## src/rtl/rle_tx_scheduler.sv

```systemverilog
// rle_tx_scheduler
// Shares one uart_tx serializer between the R, G and B RLE code streams.
// Each stream owns a one-entry holding buffer. A round-robin FSM hands the
// buffered codes to the uart_tx one at a time. tx_ch tags the code in flight
// so the receive side can demultiplex it.
//
// Ports
//   clk       in   system clock, rising edge
//   rst       in   asynchronous reset, active low
//   r_code    in   R code word        r_load  in  1-cycle capture strobe for R
//   g_code    in   G code word        g_load  in  1-cycle capture strobe for G
//   b_code    in   B code word        b_load  in  1-cycle capture strobe for B
//   full      out  {B,G,R} holding buffer occupied
//   ovf       out  {B,G,R} sticky: a load hit an occupied buffer
//   tx_din    out  code presented to uart_tx, stable from ISSUE through WAIT
//   tx_start  out  1-cycle start pulse to uart_tx
//   tx_ch     out  channel of the code in flight (0=R 1=G 2=B)
//   tx_done   in   uart_tx completion pulse
//   timeout   out  sticky: a WAIT ran out before tx_done arrived
module rle_tx_scheduler #(
    parameter int CW       = 16,
    parameter int GAP_CLKS = 435,
    parameter int TIMEOUT  = 8192
) (
    input  logic          clk,
    input  logic          rst,
    input  logic [CW-1:0] r_code,
    input  logic          r_load,
    input  logic [CW-1:0] g_code,
    input  logic          g_load,
    input  logic [CW-1:0] b_code,
    input  logic          b_load,
    output logic [2:0]    full,
    output logic [2:0]    ovf,
    output logic [CW-1:0] tx_din,
    output logic          tx_start,
    output logic [1:0]    tx_ch,
    input  logic          tx_done,
    output logic          timeout
);

    localparam int CNT_MAX = (TIMEOUT > GAP_CLKS) ? TIMEOUT : GAP_CLKS;
    localparam int CNT_W   = $clog2(CNT_MAX + 1);

    typedef enum logic [1:0] {
        ST_IDLE,
        ST_ISSUE,
        ST_WAIT,
        ST_GAP
    } state_t;

    state_t          state_q;
    logic [CNT_W-1:0] cnt_q;
    logic [1:0]      last_q;
    logic [1:0]      txCh_q;
    logic [CW-1:0]   txDin_q;
    logic            txStart_q;
    logic            timeout_q;
    logic [2:0]      full_q;
    logic [2:0]      ovf_q;
    logic [CW-1:0]   code_q [3];

    logic [CW-1:0]   inCode [3];
    logic [2:0]      inLoad;
    logic            waitEnd;
    logic            waitExpired;
    logic [2:0]      release_d;
    logic            grantValid_d;
    logic [1:0]      grantCh_d;
    logic [1:0]      cand;

    // A zero code is the idle code, so a strobe carrying zero is not a load.
    assign inCode[0] = r_code;
    assign inCode[1] = g_code;
    assign inCode[2] = b_code;
    assign inLoad    = {b_load && (b_code != '0),
                        g_load && (g_code != '0),
                        r_load && (r_code != '0)};

    // WAIT ends on tx_done or when the cycle budget is used up; tx_done wins a tie.
    assign waitEnd     = (state_q == ST_WAIT) &&
                         (tx_done || (cnt_q == CNT_W'(TIMEOUT - 1)));
    assign waitExpired = (state_q == ST_WAIT) && !tx_done &&
                         (cnt_q == CNT_W'(TIMEOUT - 1));
    assign release_d   = waitEnd ? (3'b001 << txCh_q) : 3'b000;

    // Round-robin pick: first occupied buffer after the last one served.
    always_comb begin
        grantValid_d = 1'b0;
        grantCh_d    = last_q;
        cand         = last_q;
        for (int i = 0; i < 3; i++) begin
            cand = (cand == 2'd2) ? 2'd0 : cand + 2'd1;
            if (!grantValid_d && full_q[cand]) begin
                grantValid_d = 1'b1;
                grantCh_d    = cand;
            end
        end
    end

    // A buffer released this cycle can take a new code in the same cycle;
    // otherwise a load into an occupied buffer is dropped and flagged.
    always_ff @(posedge clk or negedge rst) begin
        if (!rst) begin
            full_q <= '0;
            ovf_q  <= '0;
            for (int i = 0; i < 3; i++) begin
                code_q[i] <= '0;
            end
        end else begin
            for (int i = 0; i < 3; i++) begin
                if (inLoad[i]) begin
                    if (!full_q[i] || release_d[i]) begin
                        code_q[i] <= inCode[i];
                        full_q[i] <= 1'b1;
                    end else begin
                        ovf_q[i] <= 1'b1;
                    end
                end else if (release_d[i]) begin
                    full_q[i] <= 1'b0;
                end
            end
        end
    end

    // Scheduler FSM. The granted buffer stays marked full until WAIT ends, so
    // the word being transmitted cannot be overwritten underneath uart_tx.
    always_ff @(posedge clk or negedge rst) begin
        if (!rst) begin
            state_q   <= ST_IDLE;
            cnt_q     <= '0;
            last_q    <= 2'd2;
            txCh_q    <= 2'd0;
            txDin_q   <= '0;
            txStart_q <= 1'b0;
            timeout_q <= 1'b0;
        end else begin
            txStart_q <= 1'b0;
            case (state_q)
                ST_IDLE: begin
                    if (grantValid_d) begin
                        txDin_q   <= code_q[grantCh_d];
                        txCh_q    <= grantCh_d;
                        txStart_q <= 1'b1;
                        state_q   <= ST_ISSUE;
                    end
                end
                ST_ISSUE: begin
                    cnt_q   <= '0;
                    state_q <= ST_WAIT;
                end
                ST_WAIT: begin
                    if (waitEnd) begin
                        if (waitExpired) begin
                            timeout_q <= 1'b1;
                        end
                        last_q  <= txCh_q;
                        cnt_q   <= '0;
                        state_q <= ST_GAP;
                    end else begin
                        cnt_q <= cnt_q + CNT_W'(1);
                    end
                end
                ST_GAP: begin
                    if (cnt_q == CNT_W'(GAP_CLKS - 1)) begin
                        cnt_q   <= '0;
                        state_q <= ST_IDLE;
                    end else begin
                        cnt_q <= cnt_q + CNT_W'(1);
                    end
                end
                default: state_q <= ST_IDLE;
            endcase
        end
    end

    assign full     = full_q;
    assign ovf      = ovf_q;
    assign tx_din   = txDin_q;
    assign tx_start = txStart_q;
    assign tx_ch    = txCh_q;
    assign timeout  = timeout_q;

endmodule

```

## config.mk

```make
export PLATFORM = sky130hd
export DESIGN_NAME = rle_tx_scheduler
export DESIGN_NICKNAME = d
export VERILOG_FILES = /design/src/rtl/rle_tx_scheduler.sv
export SDC_FILE = /design/constraint.sdc
export NUM_CORES = 1
export LEC_CHECK = 0
export ABC_CLOCK_PERIOD_IN_PS = 2500
export BUFFER_PORTS_ARGS = -buffer_cell sky130_fd_sc_hd__buf_4
export CAP_MARGIN = 20
export CORE_MARGIN = 3
export CORE_UTILIZATION = 55
export DETAILED_ROUTE_END_ITERATION = 16
export PLACE_DENSITY = 0.79
export SETUP_SLACK_MARGIN = 0.2
export SLEW_MARGIN = 0
export SYNTH_ARGS = -nofsm -noshare
export SYNTH_HDL_FRONTEND = slang
export SYNTH_SLANG_ARGS = --single-unit
```

## constraint.sdc

```tcl
create_clock -name clk -period 2.5 [get_ports clk]
set_input_delay 0.5 -clock clk [delete_from_list [all_inputs] [get_ports clk]]
set_output_delay 0.5 -clock clk [all_outputs]
set_load 0.01 [all_outputs]
```

==> summary.md, run 1 <==
| Metric | Value |
|---|---|
| Hold Path Class | `in2reg` |
| Power per cell area | `1091 nW/um^2` |
| Syn. warnings | `0` |
| Final instance count without filler cells | `527` |
| Fin. max-slew vios | `0` |
| Period minus WS final | `2.188 ns` |
| Die Span X | `94.46 um` |
| Initial drt markers | `151` |
| Outcome | `completed` |
| Post-Route Skew | `0.008986 ns` |
| Share of the synthesized area in the top cell type | `0.5291` |
| Most frequent cells in the layout | `dfrtp_1 (91), buf_4 (84), mux2_4 (30)` |
| Synthesized Nets | `396` |
| Clk buf depth | `2` |
| Post-synth EDFFs | `0` |
| Final Hold Vio Count | `0` |
| Slowest CP cell | `dfrtp_1` |
| Floorplan row count | `31` |
| Worst path bufs/invs | `0` |
| Crit start category | `register` |
| Worst-Margin Slew | `0.4683 ns` |
| Dpl hpwl | `7144 um` |
| Worst hold slack | `0.3756 ns` |
| Critical Path AT | `2.43 ns` |
| Synth Instances | `336` |
| Synth cell types | `45` |
| Largest area contributor in the netlist | `dfrtp_1` |
| Final core occ | `0.7085` |
| Cell Area, Synth | `4304 um^2` |
| Diodes inserted | `0` |
| All-Layer GR Usage | `0.2301` |
| Share of cells above drive strength 1 | `0.3832` |
| Max FO, Critical Path | `16` |
| Largest net degree at the start of global routing | `48` |
| # nets final | `483` |
| Initial DRT Pass Iterations | `4` |
| Worst IR Drop VDD | `0.5311 mV` |
| CP endpoint kind | `register` |
| Fillers | `538` |
| CP required | `2.75 ns` |
| Syn Area/Cell | `12.81 um^2` |
| Number of synthesized register bits | `92` |
| Post-DRT Antenna Nets | `0` |
| Setup TNS after final layout | `0 ns` |
| Leak Pwr | `2.534 nW` |
| Design Power | `0.005724 W` |
| CTS Sinks | `92` |
| Core Box Area | `7408 um^2` |
| Vias per cell | `5.721` |
| Asr flop ratio synth | `1.000` |
| Num CTS Buffers | `9` |
| H-tree depth | `3` |
| Input/output buffers | `79` |
| Register area share after synthesis | `0.5352` |
| CTS tree | `done` |
| Die area | `8923 um^2` |
| Max incr delay on CP | `0.42 ns` |
| Via count | `3015` |
| Top cells by area, synth | `dfrtp_1 (53%), mux2_4 (10%), mux2_2 (5.8%), mux2i_1 (3.7%), a22oi_1 (2.8%)` |
| Routability Congestion | `0.8553` |
| F_max | `457.1 MHz` |
| Starting Density | `0.5810` |
| Max-slew headroom | `0.6863` |
| Worst setup path category | `reg2reg` |
| Total Wirelength | `9555 um` |
| Worst-path clk slew | `0.10 ns` |
| Fin crit share | `0.8752` |
| Global-route wire length before repair | `15470 um` |
| Main synth FF type | `dfrtp_1` |
| MaxCap Viol Count | `0` |
| Boundary Pins | `80` |
| Drt wl/cell | `18.13 um` |
| CP Cell Sequence | `ha_1 -> and3_1 -> a41oi_4 -> o21ai_2 -> nand3_4 -> mux2_4` |
| Die extent in y | `94.46 um` |
| # DRC | `0` |
| Layout area overhead | `21.95%` |
| Clk_lat worst skew | `0.36 ns` |
| Antenna violations before repair | `0` |
| RSZ-0062 raised after global routing | `yes` |
| Commonest non-fill, non-tap cell in the layout | `dfrtp_1` |
| Final setup fails | `0` |
| Largest delay share family, worst path | `simple AND/OR/NAND/NOR gates` |
| Placed Cells | `509` |
| Gr ovfl total | `0` |
| Root Buffer | `clkbuf_8` |
| Number of global-route vias before repair | `3036` |
final cells by class:
cell class / count / area, um^2 / share of cell area
clock buffer: 9 / 123.9 / 0.02360
clock inverter: 7 / 76.32 / 0.01454
inverter: 8 / 30.03 / 0.005721
multi-input combinational: 225 / 1911 / 0.3640
sequential: 92 / 2303 / 0.4389
tap: 99 / 123.9 / 0.02360
timing repair buffer: 87 / 680.7 / 0.1297
synth_stat cells, types with 3 or more instances:
| master | number |
|---|---|
| nand3_1 | 3 |
| nor2_1 | 11 |
| mux2_2 | 22 |
| a22oi_1 | 16 |
| o21bai_1 | 3 |
| buf_6 | 3 |
| xor2_1 | 5 |
| mux2i_1 | 16 |
| clkbuf_1 | 5 |
| a21oi_1 | 4 |
| o21ai_2 | 3 |
| mux2_4 | 30 |
| buf_2 | 3 |
| dfrtp_1 | 91 |
| inv_1 | 8 |
| nor4_1 | 14 |
| ha_1 | 6 |
| nand4_1 | 5 |
| or4_1 | 3 |
| a21o_1 | 4 |
| o21ai_0 | 21 |
| nand2b_1 | 3 |
| nor3_1 | 4 |
| and2_1 | 3 |
| nand3_4 | 3 |
| and3_1 | 3 |
| nand2_1 | 21 |
state kept, by name, summed over array words and instances (netlist names):
name,cells
code_q,48
tx_din,16
cnt_q,14
full,3
ovf,3
last_q,2
state_q,2
tx_ch,2
timeout,1
tx_start,1
logic make-up (layout without fill, tap and decap cells):
logic type / count (synthesis) / in the layout / share of synthesized area
flops: 92 / 92 / 0.5352
simple gates: 85 / 85 / 0.1166
mux: 68 / 68 / 0.1994
compound gates: 60 / 60 / 0.09652
buf+inv: 19 / 111 / 0.02267
fa+ha+maj: 6 / 6 / 0.01744
xor+xnor: 6 / 6 / 0.01221
through the flow:
| stage | setup slack [ns] | area [um^2] |
|---|---|---|
| finish | 0.3121 | 5249 |
| global route | 0.1919 | 5249 |
| CTS | 0.3011 | 5211 |
| detailed placement | 0.3251 | 5011 |
| global placement | 0.3654 | 5011 |
| floorplan | 0.5426 | 4304 |
where the power goes:
| part | internal [W] | total [W] | leakage (nW) | switching (W) |
|---|---|---|---|---|
| Combinational | 0.00120 | 0.00221 | 1.31 | 0.00100 |
| Clock | 0.000467 | 0.00101 | 0.0958 | 0.000541 |
| Sequential | 0.00208 | 0.00251 | 1.13 | 0.000429 |
| Total | 0.00375 | 0.00572 | 2.53 | 0.00197 |
path summary, 6_finish.rpt:
path	from	end	slack, ns	depth (start not counted)
worst max-delay path	cnt_q[1]$_DFFE_PN0P_	code_q[26]$_DFFE_PN0P_	0.31	6
worst min-delay path	b_code[9]	code_q[9]$_DFFE_PN0P_	0.38	2
worst max register to register	cnt_q[1]$_DFFE_PN0P_	code_q[26]$_DFFE_PN0P_	0.31	6
worst min register to register	timeout$_DFFE_PN0P_	timeout$_DFFE_PN0P_	0.48	1
max in group asynchronous	rst	last_q[1]$_DFFE_PN1P_	1.29	3
min in group asynchronous	rst	code_q[9]$_DFFE_PN0P_	0.54	2
metal layers:
| metal | up-vias | track usage | wire, um |
|---|---|---|---|
| met3 | 10 | 0.04940 | 578 |
| met4 | 0 | 0.07452 | 137 |
| met1 | 1501 | 0.3328 | 4434 |
| met2 | 89 | 0.3487 | 4405 |
| met5 | - | 0 | 0 |
| li1 | 1415 | - | - |
what timing repair did:
action / in CTS / in global routing
endpoints found under the hold margin: 0 / 10
hold buffers: 0 / 1
setup buffers: 0 / 1
setup endpoints to repair: 0 / 22
gates resized for setup: 0 / 1
Note: power is estimated with default switching activity, not from simulation.
==> run 2, diff against run 1 <==
Settings changed: ABC_CLOCK_PERIOD_IN_PS 2500 to 2100.
Clock period 2.5 ns to 2.1 ns, I/O delays scaled along.
==> summary.md, run 2 (synthesis gave the netlist of run 1 again) <==
| Metric | Value |
|---|---|
| Starting Density | `0.5810 (unchanged)` |
| Dpl hpwl | `7439 um (was 7144 um)` |
| Total Wirelength | `10590 um (was 9555 um)` |
| Pre-CTS setup slack | `-0.02377 ns (was 0.3251 ns)` |
| Fin. max-slew vios | `0 (unchanged)` |
| Cts hold-fix bufs | `0 (unchanged)` |
| Drt wl/cell | `19.25 um (was 18.13 um)` |
| # nets final | `506 (was 483)` |
| MaxCap Viol Count | `0 (unchanged)` |
| F_max | `489.3 MHz (was 457.1 MHz)` |
| Worst-path clk slew | `0.09 ns (was 0.10 ns)` |
| Number of global-route vias before repair | `3220 (was 3036)` |
| Outcome | `completed (unchanged)` |
| Clk_lat worst skew | `0.36 ns (about the same)` |
| Fin crit share | `0.9732 (was 0.8752)` |
| Most frequent cells in the layout | `buf_4 (100), dfrtp_1 (89), mux2_4 (31) (was dfrtp_1 (91), buf_4 (84), mux2_4 (30))` |
| CP endpoint kind | `register (unchanged)` |
| Post-DRT Antenna Nets | `0 (unchanged)` |
| Die Span X | `94.46 um (unchanged)` |
| Largest reg by FF count | `code_q (unchanged)` |
| Core Box Area | `7408 um^2 (unchanged)` |
| Num CTS Buffers | `9 (unchanged)` |
| Worst IR Drop VDD | `0.7409 mV (was 0.5311 mV)` |
| Final Hold Vio Count | `0 (unchanged)` |
| Worst setup slack after layout | `0.05631 ns (was 0.3121 ns)` |
| Post-Route Skew | `0.008930 ns (was 0.008986 ns)` |
| RSZ-0062 raised after global routing | `yes (unchanged)` |
| Max-slew headroom | `0.6177 (was 0.6863)` |
| H-tree depth | `3 (unchanged)` |
| Worst Reg-to-Reg Cells | `8 (was 6)` |
| Initial DRT Pass Iterations | `4 (unchanged)` |
| Input/output buffers | `79 (unchanged)` |
| Critical Path AT | `2.29 ns (was 2.43 ns)` |
| Via count | `3195 (was 3015)` |
| Vias per cell | `5.809 (was 5.721)` |
| Final setup fails | `0 (unchanged)` |
| Hold Path Class | `in2async (was in2reg)` |
| Boundary Pins | `80 (unchanged)` |
| Worst setup path category | `reg2reg (unchanged)` |
| Max FO, Critical Path | `8 (was 16)` |
| Reg2reg setup slack | `0.06 ns (was 0.31 ns)` |
| Die area | `8923 um^2 (unchanged)` |
| R2R Path End | `code_q[1]$_DFFE_PN0P_ (was code_q[26]$_DFFE_PN0P_)` |
| Clk buf depth | `2 (unchanged)` |
| CP required | `2.34 ns (was 2.75 ns)` |
| Die extent in y | `94.46 um (unchanged)` |
| Diodes inserted | `0 (unchanged)` |
| Largest net degree at the start of global routing | `42 (was 48)` |
| Antenna violations before repair | `0 (unchanged)` |
| Period minus WS final | `2.044 ns (was 2.188 ns)` |
| Placed cell area | `5054 um^2 (was 5011 um^2)` |
| R2r startpoint | `cnt_q[1]$_DFFE_PN0P_ (unchanged)` |
| Leak Pwr | `2.693 nW (was 2.534 nW)` |
| Power per cell area | `1271 nW/um^2 (was 1091 nW/um^2)` |
| Final core occ | `0.7539 (was 0.7085)` |
| All-Layer GR Usage | `0.2443 (was 0.2301)` |
| Number of flip-flops in the largest register | `48 (unchanged)` |
| Initial drt markers | `165 (was 151)` |
| CTS Sinks | `92 (unchanged)` |
| Gr ovfl total | `0 (unchanged)` |
| Layout area overhead | `29.77% (was 21.95%)` |
| Design area | `5585 um^2 (was 5249 um^2)` |
| Routability Congestion | `0.8365 (was 0.8553)` |
| Global-route wire length before repair | `16390 um (was 15470 um)` |
| # DRC | `0 (unchanged)` |
| Worst-Margin Slew | `0.5682 ns (was 0.4683 ns)` |
| Commonest non-fill, non-tap cell in the layout | `buf_4 (was dfrtp_1)` |
| Root Buffer | `clkbuf_8 (unchanged)` |
| CTS tree | `done (unchanged)` |
| Share of cells above drive strength 1 | `0.4479 (was 0.3832)` |
| Floorplan row count | `31 (unchanged)` |
| Crit start category | `register (unchanged)` |
==> run 2: cell count changes in the layout (fill, tap and decap cells not counted), moves of 3 or more <==
| cell | delta |
|---|---|
| o21ai_2 | -3 |
| buf_4 | +16 |
| o21ai_4 | +3 |
| buf_12 | +3 |
==> run 2: per-layer routing <==
metal	wire (um)	up-vias	share of wire	global-route usage
li1	-	1462	-	-
met4	188	0	0.018	0.05889
met5	0	-	0	0
met1	4565	1605	0.43	0.3300
met3	530	14	0.050	0.05737
met2	5303	114	0.50	0.4025
==> run 2: worst max-delay path by stage <==
stage | start | endpoint | cells past startpoint
3_5_place_dp | r_code[1] | code_q[37]$_DFFE_PN0P_ | 5
6_report | cnt_q[1]$_DFFE_PN0P_ | code_q[1]$_DFFE_PN0P_ | 8
5_1_grt | cnt_q[0]$_DFFE_PN0P_ | code_q[1]$_DFFE_PN0P_ | 8
4_1_cts | cnt_q[0]$_DFFE_PN0P_ | code_q[20]$_DFFE_PN0P_ | 8
2_1_floorplan | cnt_q[0]$_DFFE_PN0P_ | code_q[22]$_DFFE_PN0P_ | 7
3_3_place_gp | cnt_q[1]$_DFFE_PN0P_ | code_q[46]$_DFFE_PN0P_ | 6
==> run 2: cell type report <==
cell class	count	area, um^2
Sequential cell	92	2306
Multi-Input combinational cell	225	2002
Fill cell	464	1823
Timing Repair Buffer	110	938.4
Clock buffer	10	137.6
Tap cell	99	123.9
Clock inverter	6	47.55
Inverter	8	30.03
==> run 2: metrics by stage <==
stage                     hold slack, ns  setup TNS, ns  power (W)  std cells
after global placement            0.4307              0   0.005580        513
after detailed placement          0.4291        -0.3000   0.005691        513
after CTS                        0.04562              0   0.006969        542
final                            0.01715              0   0.007098        550
after floorplan                   0.1244              0   0.004681        336
after global routing             0.04324     -0.0003304   0.007523        550
==> run 2: power breakdown <==
group          total [W]  internal [W]  switching, W  leakage (nW)
sequential       0.00299       0.00248      0.000514          1.12
clock            0.00111      0.000473      0.000633        0.0933
combinational    0.00300       0.00168       0.00132          1.48
==> run 2: worst max-delay path: stages, from the launching register on <==
cell       delay [ns]
dfrtp_1          0.39
ha_2             0.21
and3_4           0.22
a41oi_4          0.11
buf_12           0.17
o21ai_4          0.20
nand3_4          0.13
clkbuf_16        0.19
mux2_4           0.29
==> run 2: what timing repair did <==
item                                    CTS  global route
pin swaps                                 8             7
buffers inserted                         13             6
cloned                                    0             2
endpoints found under the setup margin   74            74
resized for setup                        14            13
